<file path="src/rtl/sincos_phase_gen_pkg.sv">
// Shared constants and state encoding for the NCO phase front end and sincos_quadratic.
package sincos_phase_gen_pkg;

    localparam int PHASE_W_DEF = 47;
    localparam int CNT_W_DEF   = 16;
    localparam int RESULT_W    = 56;

    typedef enum logic {
        ST_IDLE = 1'b0,
        ST_RUN  = 1'b1
    } state_t;

endpackage

</file>
<file path="src/rtl/sincos_phase_gen_if.sv">
// Config/control inputs and phase sample outputs of sincos_phase_gen; master drives config, slave is the generator.
interface sincos_phase_gen_if
    import sincos_phase_gen_pkg::*;
#(
    parameter int PHASE_W = PHASE_W_DEF,
    parameter int CNT_W   = CNT_W_DEF
);
    logic               load_i;
    logic [PHASE_W-1:0] ftw_i;
    logic [PHASE_W-1:0] offset_i;
    logic [PHASE_W-1:0] step_i;
    logic               sweep_en_i;
    logic [CNT_W-1:0]   burst_len_i;
    logic               start_i;
    logic               stop_i;
    logic [PHASE_W-1:0] phase_o;
    logic               valid_o;
    logic               wrap_o;
    logic               busy_o;

    modport master (
        output load_i, ftw_i, offset_i, step_i, sweep_en_i, burst_len_i, start_i, stop_i,
        input  phase_o, valid_o, wrap_o, busy_o
    );

    modport slave (
        input  load_i, ftw_i, offset_i, step_i, sweep_en_i, burst_len_i, start_i, stop_i,
        output phase_o, valid_o, wrap_o, busy_o
    );
endinterface

</file>
<file path="src/rtl/sincos_phase_acc.sv">
// Phase accumulator with chirp adder, carry-out wrap flag and offset output register; one-cycle latency.
// No backpressure: every clear/advance strobe produces one registered sample.
module sincos_phase_acc
    import sincos_phase_gen_pkg::*;
#(
    parameter int PHASE_W = PHASE_W_DEF
) (
    input  logic               clk,
    input  logic               reset,
    input  logic               clear_i,
    input  logic               advance_i,
    input  logic               load_ftw_i,
    input  logic [PHASE_W-1:0] ftw_i,
    input  logic [PHASE_W-1:0] offset_i,
    input  logic [PHASE_W-1:0] step_i,
    input  logic               sweep_en_i,
    output logic [PHASE_W-1:0] phase_o,
    output logic               valid_o,
    output logic               wrap_o
);
    logic [PHASE_W-1:0] acc_q, acc_d;
    logic [PHASE_W-1:0] ftw_act_q, ftw_act_d;
    logic [PHASE_W-1:0] phase_q, phase_d;
    logic               valid_q, valid_d;
    logic               wrap_q, wrap_d;
    logic [PHASE_W:0]   sum;

    assign sum = {1'b0, acc_q} + {1'b0, ftw_act_q};

    always_comb begin
        acc_d     = acc_q;
        ftw_act_d = ftw_act_q;
        phase_d   = phase_q;
        valid_d   = 1'b0;
        wrap_d    = 1'b0;
        if (clear_i) begin
            acc_d     = '0;
            ftw_act_d = ftw_i;
            phase_d   = offset_i;
            valid_d   = 1'b1;
        end else if (advance_i) begin
            acc_d   = sum[PHASE_W-1:0];
            phase_d = sum[PHASE_W-1:0] + offset_i;
            valid_d = 1'b1;
            wrap_d  = sum[PHASE_W];
            // A reload replaces the running FTW outright; that cycle's sweep step is dropped.
            if (load_ftw_i) begin
                ftw_act_d = ftw_i;
            end else if (sweep_en_i) begin
                ftw_act_d = ftw_act_q + step_i;
            end
        end
    end

    always_ff @(posedge clk or posedge reset) begin
        if (reset) begin
            acc_q     <= '0;
            ftw_act_q <= '0;
            phase_q   <= '0;
            valid_q   <= 1'b0;
            wrap_q    <= 1'b0;
        end else begin
            acc_q     <= acc_d;
            ftw_act_q <= ftw_act_d;
            phase_q   <= phase_d;
            valid_q   <= valid_d;
            wrap_q    <= wrap_d;
        end
    end

    assign phase_o = phase_q;
    assign valid_o = valid_q;
    assign wrap_o  = wrap_q;
endmodule

</file>
<file path="src/rtl/sincos_phase_gen.sv">
// NCO phase front end: config regs, IDLE/RUN FSM and burst counter; first sample one cycle after start_i.
// No backpressure: one sample per cycle while running, the sink always accepts.
module sincos_phase_gen
    import sincos_phase_gen_pkg::*;
#(
    parameter int PHASE_W = PHASE_W_DEF,
    parameter int CNT_W   = CNT_W_DEF
) (
    input  logic               clk,
    input  logic               reset,
    sincos_phase_gen_if.slave  pg_if
);
    state_t             state_q, state_d;
    logic [PHASE_W-1:0] cfg_ftw_q, cfg_offset_q, cfg_step_q;
    logic [CNT_W-1:0]   cfg_len_q;
    logic [CNT_W-1:0]   count_q, count_d;
    logic [CNT_W:0]     count_inc;
    logic               burst_done;
    logic               clear, advance;
    logic [PHASE_W-1:0] acc_ftw, acc_offset;

    // count_q is the index of the last emitted sample in the current burst.
    assign count_inc  = {1'b0, count_q} + {{CNT_W{1'b0}}, 1'b1};
    assign burst_done = (cfg_len_q != '0) && (count_inc >= {1'b0, cfg_len_q});

    always_comb begin
        state_d = state_q;
        count_d = count_q;
        clear   = 1'b0;
        advance = 1'b0;
        case (state_q)
            ST_IDLE: begin
                if (pg_if.start_i && !pg_if.stop_i) begin
                    state_d = ST_RUN;
                    clear   = 1'b1;
                    count_d = '0;
                end
            end
            ST_RUN: begin
                if (pg_if.stop_i) begin
                    state_d = ST_IDLE;
                end else if (pg_if.start_i) begin
                    clear   = 1'b1;
                    count_d = '0;
                end else if (burst_done) begin
                    state_d = ST_IDLE;
                end else begin
                    advance = 1'b1;
                    count_d = count_inc[CNT_W-1:0];
                end
            end
        endcase
    end

    always_ff @(posedge clk or posedge reset) begin
        if (reset) begin
            state_q <= ST_IDLE;
            count_q <= '0;
        end else begin
            state_q <= state_d;
            count_q <= count_d;
        end
    end

    always_ff @(posedge clk or posedge reset) begin
        if (reset) begin
            cfg_ftw_q    <= '0;
            cfg_offset_q <= '0;
            cfg_step_q   <= '0;
            cfg_len_q    <= '0;
        end else if (pg_if.load_i) begin
            cfg_ftw_q    <= pg_if.ftw_i;
            cfg_offset_q <= pg_if.offset_i;
            cfg_step_q   <= pg_if.step_i;
            cfg_len_q    <= pg_if.burst_len_i;
        end
    end

    // A load coinciding with start feeds the new values straight into sample 0.
    assign acc_ftw    = pg_if.load_i ? pg_if.ftw_i : cfg_ftw_q;
    assign acc_offset = (clear && pg_if.load_i) ? pg_if.offset_i : cfg_offset_q;

    sincos_phase_acc #(
        .PHASE_W (PHASE_W)
    ) u_acc (
        .clk        (clk),
        .reset      (reset),
        .clear_i    (clear),
        .advance_i  (advance),
        .load_ftw_i (pg_if.load_i),
        .ftw_i      (acc_ftw),
        .offset_i   (acc_offset),
        .step_i     (cfg_step_q),
        .sweep_en_i (pg_if.sweep_en_i),
        .phase_o    (pg_if.phase_o),
        .valid_o    (pg_if.valid_o),
        .wrap_o     (pg_if.wrap_o)
    );

    assign pg_if.busy_o = (state_q == ST_RUN);
endmodule

</file>
<file path="src/flat_wrapper.sv">
// flat-port wrapper written by rule: the top's interface ports become plain ports
module sincos_phase_gen_flat import sincos_phase_gen_pkg::*;
#(
    parameter int PHASE_W = PHASE_W_DEF,
    parameter int CNT_W   = CNT_W_DEF
)
  (clk, reset, pg_if_load_i, pg_if_ftw_i, pg_if_offset_i, pg_if_step_i, pg_if_sweep_en_i, pg_if_burst_len_i, pg_if_start_i, pg_if_stop_i, pg_if_phase_o, pg_if_valid_o, pg_if_wrap_o, pg_if_busy_o);
  sincos_phase_gen_if #(.PHASE_W(PHASE_W), .CNT_W(CNT_W)) pg_if_i ();
  input  logic clk;
  input  logic reset;
  input wire logic [$bits(pg_if_i.load_i)-1:0] pg_if_load_i;
  input wire logic [$bits(pg_if_i.ftw_i)-1:0] pg_if_ftw_i;
  input wire logic [$bits(pg_if_i.offset_i)-1:0] pg_if_offset_i;
  input wire logic [$bits(pg_if_i.step_i)-1:0] pg_if_step_i;
  input wire logic [$bits(pg_if_i.sweep_en_i)-1:0] pg_if_sweep_en_i;
  input wire logic [$bits(pg_if_i.burst_len_i)-1:0] pg_if_burst_len_i;
  input wire logic [$bits(pg_if_i.start_i)-1:0] pg_if_start_i;
  input wire logic [$bits(pg_if_i.stop_i)-1:0] pg_if_stop_i;
  output wire logic [$bits(pg_if_i.phase_o)-1:0] pg_if_phase_o;
  output wire logic [$bits(pg_if_i.valid_o)-1:0] pg_if_valid_o;
  output wire logic [$bits(pg_if_i.wrap_o)-1:0] pg_if_wrap_o;
  output wire logic [$bits(pg_if_i.busy_o)-1:0] pg_if_busy_o;
  assign pg_if_i.load_i = pg_if_load_i;
  assign pg_if_i.ftw_i = pg_if_ftw_i;
  assign pg_if_i.offset_i = pg_if_offset_i;
  assign pg_if_i.step_i = pg_if_step_i;
  assign pg_if_i.sweep_en_i = pg_if_sweep_en_i;
  assign pg_if_i.burst_len_i = pg_if_burst_len_i;
  assign pg_if_i.start_i = pg_if_start_i;
  assign pg_if_i.stop_i = pg_if_stop_i;
  assign pg_if_phase_o = pg_if_i.phase_o;
  assign pg_if_valid_o = pg_if_i.valid_o;
  assign pg_if_wrap_o = pg_if_i.wrap_o;
  assign pg_if_busy_o = pg_if_i.busy_o;
  sincos_phase_gen #(.PHASE_W(PHASE_W), .CNT_W(CNT_W)) u_core (.clk(clk), .reset(reset), .pg_if(pg_if_i));
endmodule
</file>
<file path="config.mk">
export PLATFORM = sky130hd
export DESIGN_NAME = sincos_phase_gen_flat
export DESIGN_NICKNAME = d
export VERILOG_FILES = /design/src/rtl/sincos_phase_gen_pkg.sv /design/src/rtl/sincos_phase_gen_if.sv /design/src/rtl/sincos_phase_acc.sv /design/src/rtl/sincos_phase_gen.sv /design/src/flat_wrapper.sv
export SDC_FILE = /design/constraint.sdc
export NUM_CORES = 1
export LEC_CHECK = 0
export CAP_MARGIN = 20
export CORE_MARGIN = 1.5
export CORE_UTILIZATION = 55
export CTS_CLUSTER_DIAMETER = 60
export DETAILED_ROUTE_END_ITERATION = 7
export GPL_TIMING_DRIVEN = 0
export PLACE_DENSITY_LB_ADDON = 0.15
export SLEW_MARGIN = 20
export SYNTH_ARGS = -nofsm -noshare
export SYNTH_HDL_FRONTEND = slang
export SYNTH_SLANG_ARGS = --single-unit
</file>
<file path="constraint.sdc">
create_clock -name clk -period 29.1 [get_ports clk]
set_input_delay 2.91 -clock clk [delete_from_list [all_inputs] [get_ports clk]]
set_output_delay 2.91 -clock clk [all_outputs]
set_load 0.01 [all_outputs]
</file>
# Word-level counts from Yosys, hierarchy flattened
# Index checks and enable logic that the tools add are counted.
[classes]
n_addsub = 4
magnitude_cmp = 1
n_eq_ne = 3
muxes = 30
n_bitwise = 1
n_reduce_logical = 9
[ops]
columns = ["cell", "n"]
rows = [
  ["$mux 47", 10],
  ["$add 47x47->47", 2],
  ["$mux 16", 4],
  ["$add 47x47->48", 1],
  ["$pmux 16 s2", 1],
  ["$add 16x1->17 const B", 1],
  ["$ge 17x16->1", 1],
  ["$reduce_bool 16->1", 1],
  ["$mux 1", 13],
  ["$pmux 1 s2", 2],
  ["$logic_and 1x1->1", 3],
  ["$ne 3x3->1 const B", 1],
  ["$reduce_and 3->1", 1],
  ["$reduce_bool 3->1", 1],
  ["$ne 2x1->1 const B", 1],
  ["$ne 2x2->1 const B", 1],
  ["$reduce_and 2->1", 1],
  ["$reduce_bool 2->1", 1],
  ["$logic_not 1->1", 1],
  ["$not 1->1", 1],
]
[totals]
ff_bits = 317

# Depth between registers and ports, before layout
# Gate-level depths: netlist of run 1.
[logic_depth]
ltp_word = 9
ltp_mapped = 24
ltp_nobuf = 23

# By module
# From an unflattened synthesis of run 1, not the netlist that was laid out.
[unflattened]
cells_unflattened = 2319
hier_area_um2 = 21784.6
[by_module_without_submodules]
columns = ["mod", "instances", "cells_each", "area_per_inst_um2", "seq_area_each_um2"]
rows = [
  ["sincos_phase_acc", 1, 1731, 13920.9, 3578.4],
  ["sincos_phase_gen", 1, 588, 7863.8, 4354.2],
]

# Least setup slack after synthesis of run 1
# No wires, ideal clock.
[synth_path]
kind = "input-to-reg"
start = "in pg_if_start_i"
end = "reg u_core.u_acc.phase_q[46], in the netlist u_core.u_acc.phase_o[46]"
setup_time_ns = 0.124
arrival_ns = 6.869
required_ns = 28.976
path_slack_ns = 22.107
cell_stages = 18
path_cell_list = "nor2b_1 -> clkbuf_1 -> nand2_1 -> clkbuf_1 -> clkbuf_1 -> mux2_2 -> ha_1 -> a21oi_1 -> o21ai_0 -> a221o_1 -> a21oi_1 -> a21bo_2 -> a211o_1 -> a31o_2 -> a41oi_2 -> xnor2_1 -> nor4_1 -> a211o_1"
[synth_via]
elab_chain_len = 8
elab_cells_between_ends = 14
[synth_rtl]
columns = ["element", "line", "source"]
rows = [
  ["start: declaration", "flat_wrapper.sv:17", "input wire logic [$bits(pg_if_i.start_i)-1:0] pg_if_start_i;"],
  ["$mux 1 or $logic_and 1x1->1 (tied branches)", "sincos_phase_gen.sv:42, sincos_phase_gen.sv:33", ""],
  ["$mux 1 (on tied branches)", "sincos_phase_gen.sv:40, sincos_phase_gen.sv:33", ""],
  ["$pmux 1 s2", "sincos_phase_gen.sv:31", "case (state_q)"],
  ["$logic_and 1x1->1", "sincos_phase_gen.sv:81", "assign acc_offset = (clear && pg_if.load_i) ? pg_if.offset_i : cfg_offset_q;"],
  ["$mux 47", "sincos_phase_gen.sv:81", ""],
  ["$add 47x47->47", "sincos_phase_acc.sv:43", "phase_d = sum[PHASE_W-1:0] + offset_i;"],
  ["$mux 47", "sincos_phase_acc.sv:41", "end else if (advance_i) begin"],
  ["$mux 47", "sincos_phase_acc.sv:36", "if (clear_i) begin"],
  ["end signal: assignment", "sincos_phase_acc.sv:65", "phase_q <= phase_d;"],
  ["end: declaration", "sincos_phase_acc.sv:23", "logic [PHASE_W-1:0] phase_q, phase_d;"],
]
# Several ways; a longest one is shown, not always the timed one. The select of a mux whose other input is x is not followed.
# A chain may end at the register's enable or synchronous reset.

# Final worst setup path of run 1
# Ends and elaborated chain as after synthesis.

==> results of run 1 <==
## cell type report
cell class / instances / area [µm²]
Tap cell: 511 / 639
Clock buffer: 55 / 1170
Inverter: 80 / 308
Sequential cell: 317 / 7930
Multi-Input combinational cell: 1747 / 12600
Timing Repair Buffer: 215 / 2200
Buffer: 102 / 438
Fill cell: 3119 / 12300
Clock inverter: 15 / 268
## layout by cell type, fill, tap and decap left out, types with 21 or more instances in the layout
cell / count
dfrtp_1: 317
nand2_1: 213
clkdlybuf4s50_1: 212
a21oi_1: 178
mux2_2: 175
o21ai_0: 167
ha_1: 161
nor2_1: 135
clkbuf_1: 83
inv_1: 79
xnor2_1: 76
a21o_1: 69
xor2_1: 56
a22o_1: 48
clkbuf_16: 41
nand3_1: 39
o211ai_1: 34
nand2b_1: 31
o21bai_1: 30
nor3_1: 28
nand4_1: 27
a31oi_1: 22
and3_1: 21
## cells by family (layout without fill, tap and decap cells)
logic type      count (synthesis)  in the layout  share of synthesized area, %
compound gates                713            713                          22.2
xor+xnor                      132            132                          5.44
fa+ha+maj                     164            164                          9.76
buf+inv                       182            467                          3.47
flops                         317            317                          37.3
mux                           188            188                          9.89
simple gates                  550            550                          11.9
## stage by stage
step	worst slack, ns	utilization [%]	area [µm²]	hold slack (ns)	power [mW]
after floorplan	17.42	-	21200	0.431	1.53
after global placement	13.51	63.4	24000	0.445	1.87
after detailed placement	20.17	63.7	24100	0.449	1.90
after CTS	20.74	67.5	25500	0.464	2.45
after global routing	20.24	67.5	25500	0.514	2.63
final	20.55	67.5	25500	0.471	2.48
## critical path, stage by stage
cell and delay (ns):
clkdlybuf4s50_1 0.53, nor2b_1 0.31, clkbuf_1 0.82, nand2_1 0.19
clkbuf_1 0.39, clkbuf_1 0.41, mux2_2 0.37, ha_1 0.28
clkbuf_1 0.26, o21ai_0 0.14, a22oi_1 0.31, nand2_1 0.08
o211ai_1 0.32, a21bo_2 0.28, a211o_1 0.30, a31o_2 0.24
a41oi_2 0.14, xnor2_1 0.28, nor4_1 0.10, a211o_1 0.31
## power breakdown
part	total (mW)	leakage [nW]	switching, mW	internal, mW
registers	0.609	3.87	0.0824	0.527
logic	1.32	6.92	0.760	0.563
clock network	0.545	0.704	0.202	0.343
## worst max-delay path by stage
stage	start	endpoint	slack (ns)	cells after the start
after floorplan	reset	u_core.cfg_ftw_q[0]	17.42	1
after global placement	reset	u_core.cfg_step_q[40]	13.51	2
after detailed placement	pg_if_start_i	u_core.u_acc.phase_o[46]	20.17	20
after CTS	pg_if_start_i	u_core.u_acc.phase_o[46]	20.74	20
after global routing	pg_if_start_i	u_core.u_acc.phase_o[46]	20.24	20
final	pg_if_start_i	u_core.u_acc.phase_o[46]	20.55	20
## layer usage
| metal | global-route usage, % | wire length [µm] | up-vias |
|---|---|---|---|
| met2 | 56.0 | 31200 | 792 |
| li1 | - | - | 8765 |
| met3 | 5.49 | 5250 | 128 |
| met5 | 0 | 0 | - |
| met1 | 47.7 | 30300 | 9241 |
| met4 | 12.4 | 2360 | 0 |
## sequential cells by signal, indices dropped and copies added, names as in the netlist
signal and count:
u_core.cfg_step_q 47, u_core.cfg_len_q 16, u_core.cfg_ftw_q 47, u_core.u_acc.ftw_act_q 47, u_core.pg_if.busy_o 1, u_core.u_acc.phase_o 47
u_core.count_q 16, u_core.u_acc.acc_q 47, u_core.u_acc.wrap_o 1, u_core.cfg_offset_q 47, u_core.u_acc.valid_o 1
==> metrics.csv, run 1 <==
stage,metric,value,unit
outcome,status,completed,
routing,antenna_left,0,
floorplanning,num_rows,71,
sta,post-route-period-util,29.4,%
critical_path,critical_path.max_fanout,10,
sta,finalHoldViolCount,0,
sta,skew,0.0171,ns
pwr,p_leak,11.5,nW
clock_tree,clk_pin_slew,0.06,ns
grt,grt_pass1_vias,18400,
cells_and_area,drive_above_1_share,11.6,%
clock_tree,cts.sinks,317,
sta,fmaxAchievable,0.117,GHz
placed_design,dp.cells,2972,
sta,grt_setup_unrepaired,false,
routing,drcViolationCount,0,
grt,grt_pass1_wl,105,mm
grt,grt_antenna_before_repair,0,
synth,ys_types,92,
placed_design,hpwlAfterDp,52.0,mm
synth,yosys-top-cells-count,"dfrtp_1, nand2_1, a21oi_1",
sta,setup_violations,0,
cells_and_area,nNetsFinal,2829,
synth,synth_edf_count,0,
routing,routed-via-count,18900,
sta,slew-limit-headroom,23.5,%
clock_tree,hold_buffers,0,
synth,synth_area,0.0212,mm²
clock_tree,cts_buffers,39,
cells_and_area,area_growth,20.2,%
floorplanning,dieArea,0.0398,mm²
routing,first_pass_iters,6,
clock_tree,htreeDepth,2,
clock_tree,clk_latency,0.56,ns
cells_and_area,finalNonFillerCells,3042,
floorplanning,die_h,200,µm
synth,synth_top_area_cell,dfrtp_1,
synth,yosys.area.top_type_share,37.3,%
synth,ys_seq_area_share,37.3,%
pwr,ir_worst_vdd,57.2,µV
grt,grt_max_degree,103,
synth,syn_avg_cell_area,9.46,µm²
synth,async_flop_share,100,%
clock_tree,ctsLongestPathBuffers,3,
sta,period_minus_slack,8.55,ns
floorplanning,die_x,200,µm
clock_tree,ctsResizeCount,0,
floorplanning,ioPinCount,213,
clock_tree,cts_tree,built,
synth,ys.flop_type,dfrtp_1,
synth,yosysMostFrequentCell,dfrtp_1,
routing,avgRoutedWirePerCell,22.7,µm
cells_and_area,antenna_cells,0,
sta,maxSlewViolCount,0,
critical_path,r2r-end,u_core.u_acc.phase_o[46],
critical_path,worstRegToRegCells,23,
critical_path,cp-start-kind,primary input,
critical_path,crit_type,in -> reg,
critical_path,worst-r2r-setup-slack,23.34,ns
placed_design,io_buffers,212,
grt,track_usage,34.9,%
floorplanning,initial_core_util,56.1,%
critical_path,required,29.55,ns
min_path,hold_depth,2,
grt,grt.overflow.total,0,
pwr,p_per_area,97.0,mW/mm²
sta,worst_pin_slew,1.15,ns
routing,wl,69.1,mm
critical_path,endpoint_kind,flip-flop,
synth,synth_area_leaders,"dfrtp_1, ha_1, mux2_2",
synth,yosysWarnings,0,
routing,viasPerCell,6.22,
critical_path,cp.arrival,9.00,ns
clock_tree,cts_setup_buffers,0,
min_path,min_to,u_core.cfg_ftw_q[44],
sta,fin_setup_tns,0,ns
synth,synth.ff_latch_count,317,
routing,drtIter0Drc,1435,
clock_tree,cts_root_buf,clkbuf_16,
min_path,holdCritPathClass,reg -> reg,
flow_run,maxCapViolCount,0,
placed_design,gp_congestion,0.956,
min_path,hp-start,u_core.cfg_ftw_q[44],
floorplanning,core,0.0378,mm²
synth,syn_inst,2246,
critical_path,rr_startpoint,u_core.u_acc.ftw_act_q[1],
synth,synth_fp_nets,2573,
Note: power is estimated with default switching activity, not from simulation.
==> inputs of run 2 (changes only) <==
--- a/config.mk
+++ b/config.mk
@@ -7,7 +7,7 @@
 export LEC_CHECK = 0
 export CAP_MARGIN = 20
 export CORE_MARGIN = 1.5
-export CORE_UTILIZATION = 55
+export CORE_UTILIZATION = 53
 export CTS_CLUSTER_DIAMETER = 60
 export DETAILED_ROUTE_END_ITERATION = 7
 export GPL_TIMING_DRIVEN = 0
==> constraint.sdc (replaced) <==
create_clock -name clk -period 7.75 [get_ports clk]
set_input_delay 0.775 -clock clk [delete_from_list [all_inputs] [get_ports clk]]
set_output_delay 0.775 -clock clk [all_outputs]
set_load 0.01 [all_outputs]
==> metrics.csv, run 2 (synthesis results as in run 1) <==
stage,metric,value,unit
clock_tree,ctsLongestPathBuffers,3,
routing,drtIter0Drc,1545,
critical_path,cp-start-kind,primary input,
critical_path,cp.arrival,6.82,ns
floorplanning,die_h,203,µm
floorplanning,dieArea,0.0413,mm²
floorplanning,initial_core_util,53.6,%
cells_and_area,nNetsFinal,2836,
clock_tree,cts_root_buf,clkbuf_16,
sta,skew,0.0217,ns
clock_tree,htreeDepth,2,
clock_tree,clk_pin_slew,0.06,ns
min_path,holdCritPathClass,reg -> reg,
sta,worst_hold_slack,0.465,ns
sta,setup_violations,0,
routing,routed-via-count,18900,
placed_design,hpwlAfterDp,53.3,mm
clock_tree,cts.sinks,317,
sta,period_minus_slack,6.40,ns
sta,fin_ws,1.35,ns
cells_and_area,fin_area,0.0256,mm²
critical_path,required,8.17,ns
grt,grt_antenna_before_repair,2,
sta,finalHoldViolCount,0,
floorplanning,die_x,203,µm
routing,wl,69.6,mm
pwr,ir_worst_vdd,214,µV
routing,avgRoutedWirePerCell,22.7,µm
pwr,p_per_area,361,mW/mm²
clock_tree,hold_buffers,0,
flow_run,maxCapViolCount,0,
critical_path,crit_type,in -> reg,
critical_path,critPathMaxStageDelay,0.82,ns
floorplanning,ioPinCount,213,
grt,grt_pass1_vias,18300,
critical_path,crit_slowest_cell,clkbuf_1,
sta,fmaxAchievable,0.156,GHz
cells_and_area,multiInputGateArea,0.0126,mm²
cells_and_area,area_growth,20.7,%
clock_tree,cts_buffers,38,
cells_and_area,final_common_cell,dfrtp_1,
sta,slew-limit-headroom,21.2,%
cells_and_area,final_util,64.7,%
critical_path,path_cells,clkdlybuf4s50_1 > nor2b_1 > clkbuf_1 > nand2_1 > clkbuf_1 > clkbuf_1 > mux2_2 > ha_1 > a21o_1 > a211o_1 > a211o_1 > a21o_1 > and3_1 > a21oi_1 > o221a_2 > o22ai_1 > o21ai_1 > mux2i_1 > o21ai_1,
clock_tree,cts_tree,built,
sta,post-route-period-util,82.6,%
clock_tree,clk_latency,0.57,ns
critical_path,endpoint_kind,flip-flop,
placed_design,place_ws,0.951,ns
routing,antenna_left,0,
floorplanning,core,0.0396,mm²
critical_path,critical_path.max_fanout,10,
grt,grt_pass1_wl,106,mm
clock_tree,ctsResizeCount,0,
floorplanning,num_rows,73,
clock_tree,cts_setup_buffers,0,
routing,viasPerCell,6.16,
cells_and_area,register_area,0.00793,mm²
placed_design,io_buffers,212,
critical_path,critPathMostFrequentCell,clkbuf_1,
grt,grt_max_degree,36,
cells_and_area,antenna_cells,0,
routing,first_pass_iters,5,
placed_design,placed_area,0.0242,mm²
cells_and_area,drive_above_1_share,11.9,%
placed_design,gp_congestion,0.966,
sta,grt_setup_unrepaired,false,
sta,fin_setup_tns,0,ns
grt,track_usage,33.5,%
sta,maxSlewViolCount,0,
sta,worst_pin_slew,1.18,ns
outcome,status,completed,
cells_and_area,final_cell_mix,"dfrtp_1, nand2_1, clkdlybuf4s50_1",
grt,grt.overflow.total,0,
pwr,p_leak,11.5,nW
routing,drcViolationCount,0,
cells_and_area,fillCellCount,3296,
-- run 2: cell count changes in the layout (fill, tap and decap cells not counted), moves of 2 or more --
| cell | change |
|---|---|
| buf_12 | +10 |
| buf_16 | -3 |
| clkbuf_1 | -4 |
| clkbuf_16 | -2 |
| clkbuf_2 | +2 |
| clkbuf_8 | -2 |
| clkinvlp_4 | +4 |
-- run 2: path summary, 6_finish.rpt --
path,from,end,slack [ns],cells after the start
hold reg to reg,u_core.cfg_ftw_q[44],u_core.cfg_ftw_q[44],0.46,2
min in group asynchronous,reset,u_core.cfg_len_q[0],0.51,2
setup / recovery,pg_if_start_i,u_core.u_acc.phase_o[43],1.35,19
hold / removal,u_core.cfg_ftw_q[44],u_core.cfg_ftw_q[44],0.46,2
setup reg to reg,u_core.u_acc.ftw_act_q[1],u_core.u_acc.phase_o[46],2.10,23
max in group asynchronous,reset,u_core.cfg_step_q[39],5.81,7
-- run 2: routing by layer --
| layer | vias to the layer above | track usage [%] | wire [µm] | part of all wire [%] |
|---|---|---|---|---|
| met1 | 9207 | 47.1 | 31200 | 45 |
| met4 | 2 | 11.2 | 2220 | 3.2 |
| met2 | 743 | 52.7 | 31000 | 45 |
| met5 | - | 0 | 13 | 0.019 |
| li1 | 8780 | - | - | - |
| met3 | 141 | 5.47 | 5180 | 7.5 |
-- run 2: power by group --
group          total, mW  internal, mW  switching (mW)
sequential          2.29          1.98           0.310
clock               1.99          1.23           0.765
combinational       4.99          2.12            2.86
-- run 2: final cells by class --
class | count | share of cell area (%)
buffer | 102 | 1.71
clock buffer | 49 | 4.23
clock inverter | 20 | 1.19
inverter | 80 | 1.19
multi-input combinational | 1747 | 49.1
sequential | 317 | 30.9
tap | 525 | 2.56
timing repair buffer | 223 | 9.10
-- run 2: metrics by stage --
stage | cells | power, mW
2_1_floorplan | 2246 | 5.75
3_3_place_gp | 2983 | 7.07
3_5_place_dp | 2993 | 7.16
4_1_cts | 3062 | 9.18
5_1_grt | 3063 | 9.85
6_report | 3063 | 9.27
-- run 2: critical path, delay by kind of cell --
| family | cells | cell delay [ns] |
|---|---|---|
| buffers and inverters | 4 | 2.18 |
| AOI/OAI and AO/OA | 9 | 2.04 |
| and+or+nand+nor | 3 | 0.76 |
| muxes | 2 | 0.71 |
| adders and majority gates | 1 | 0.34 |
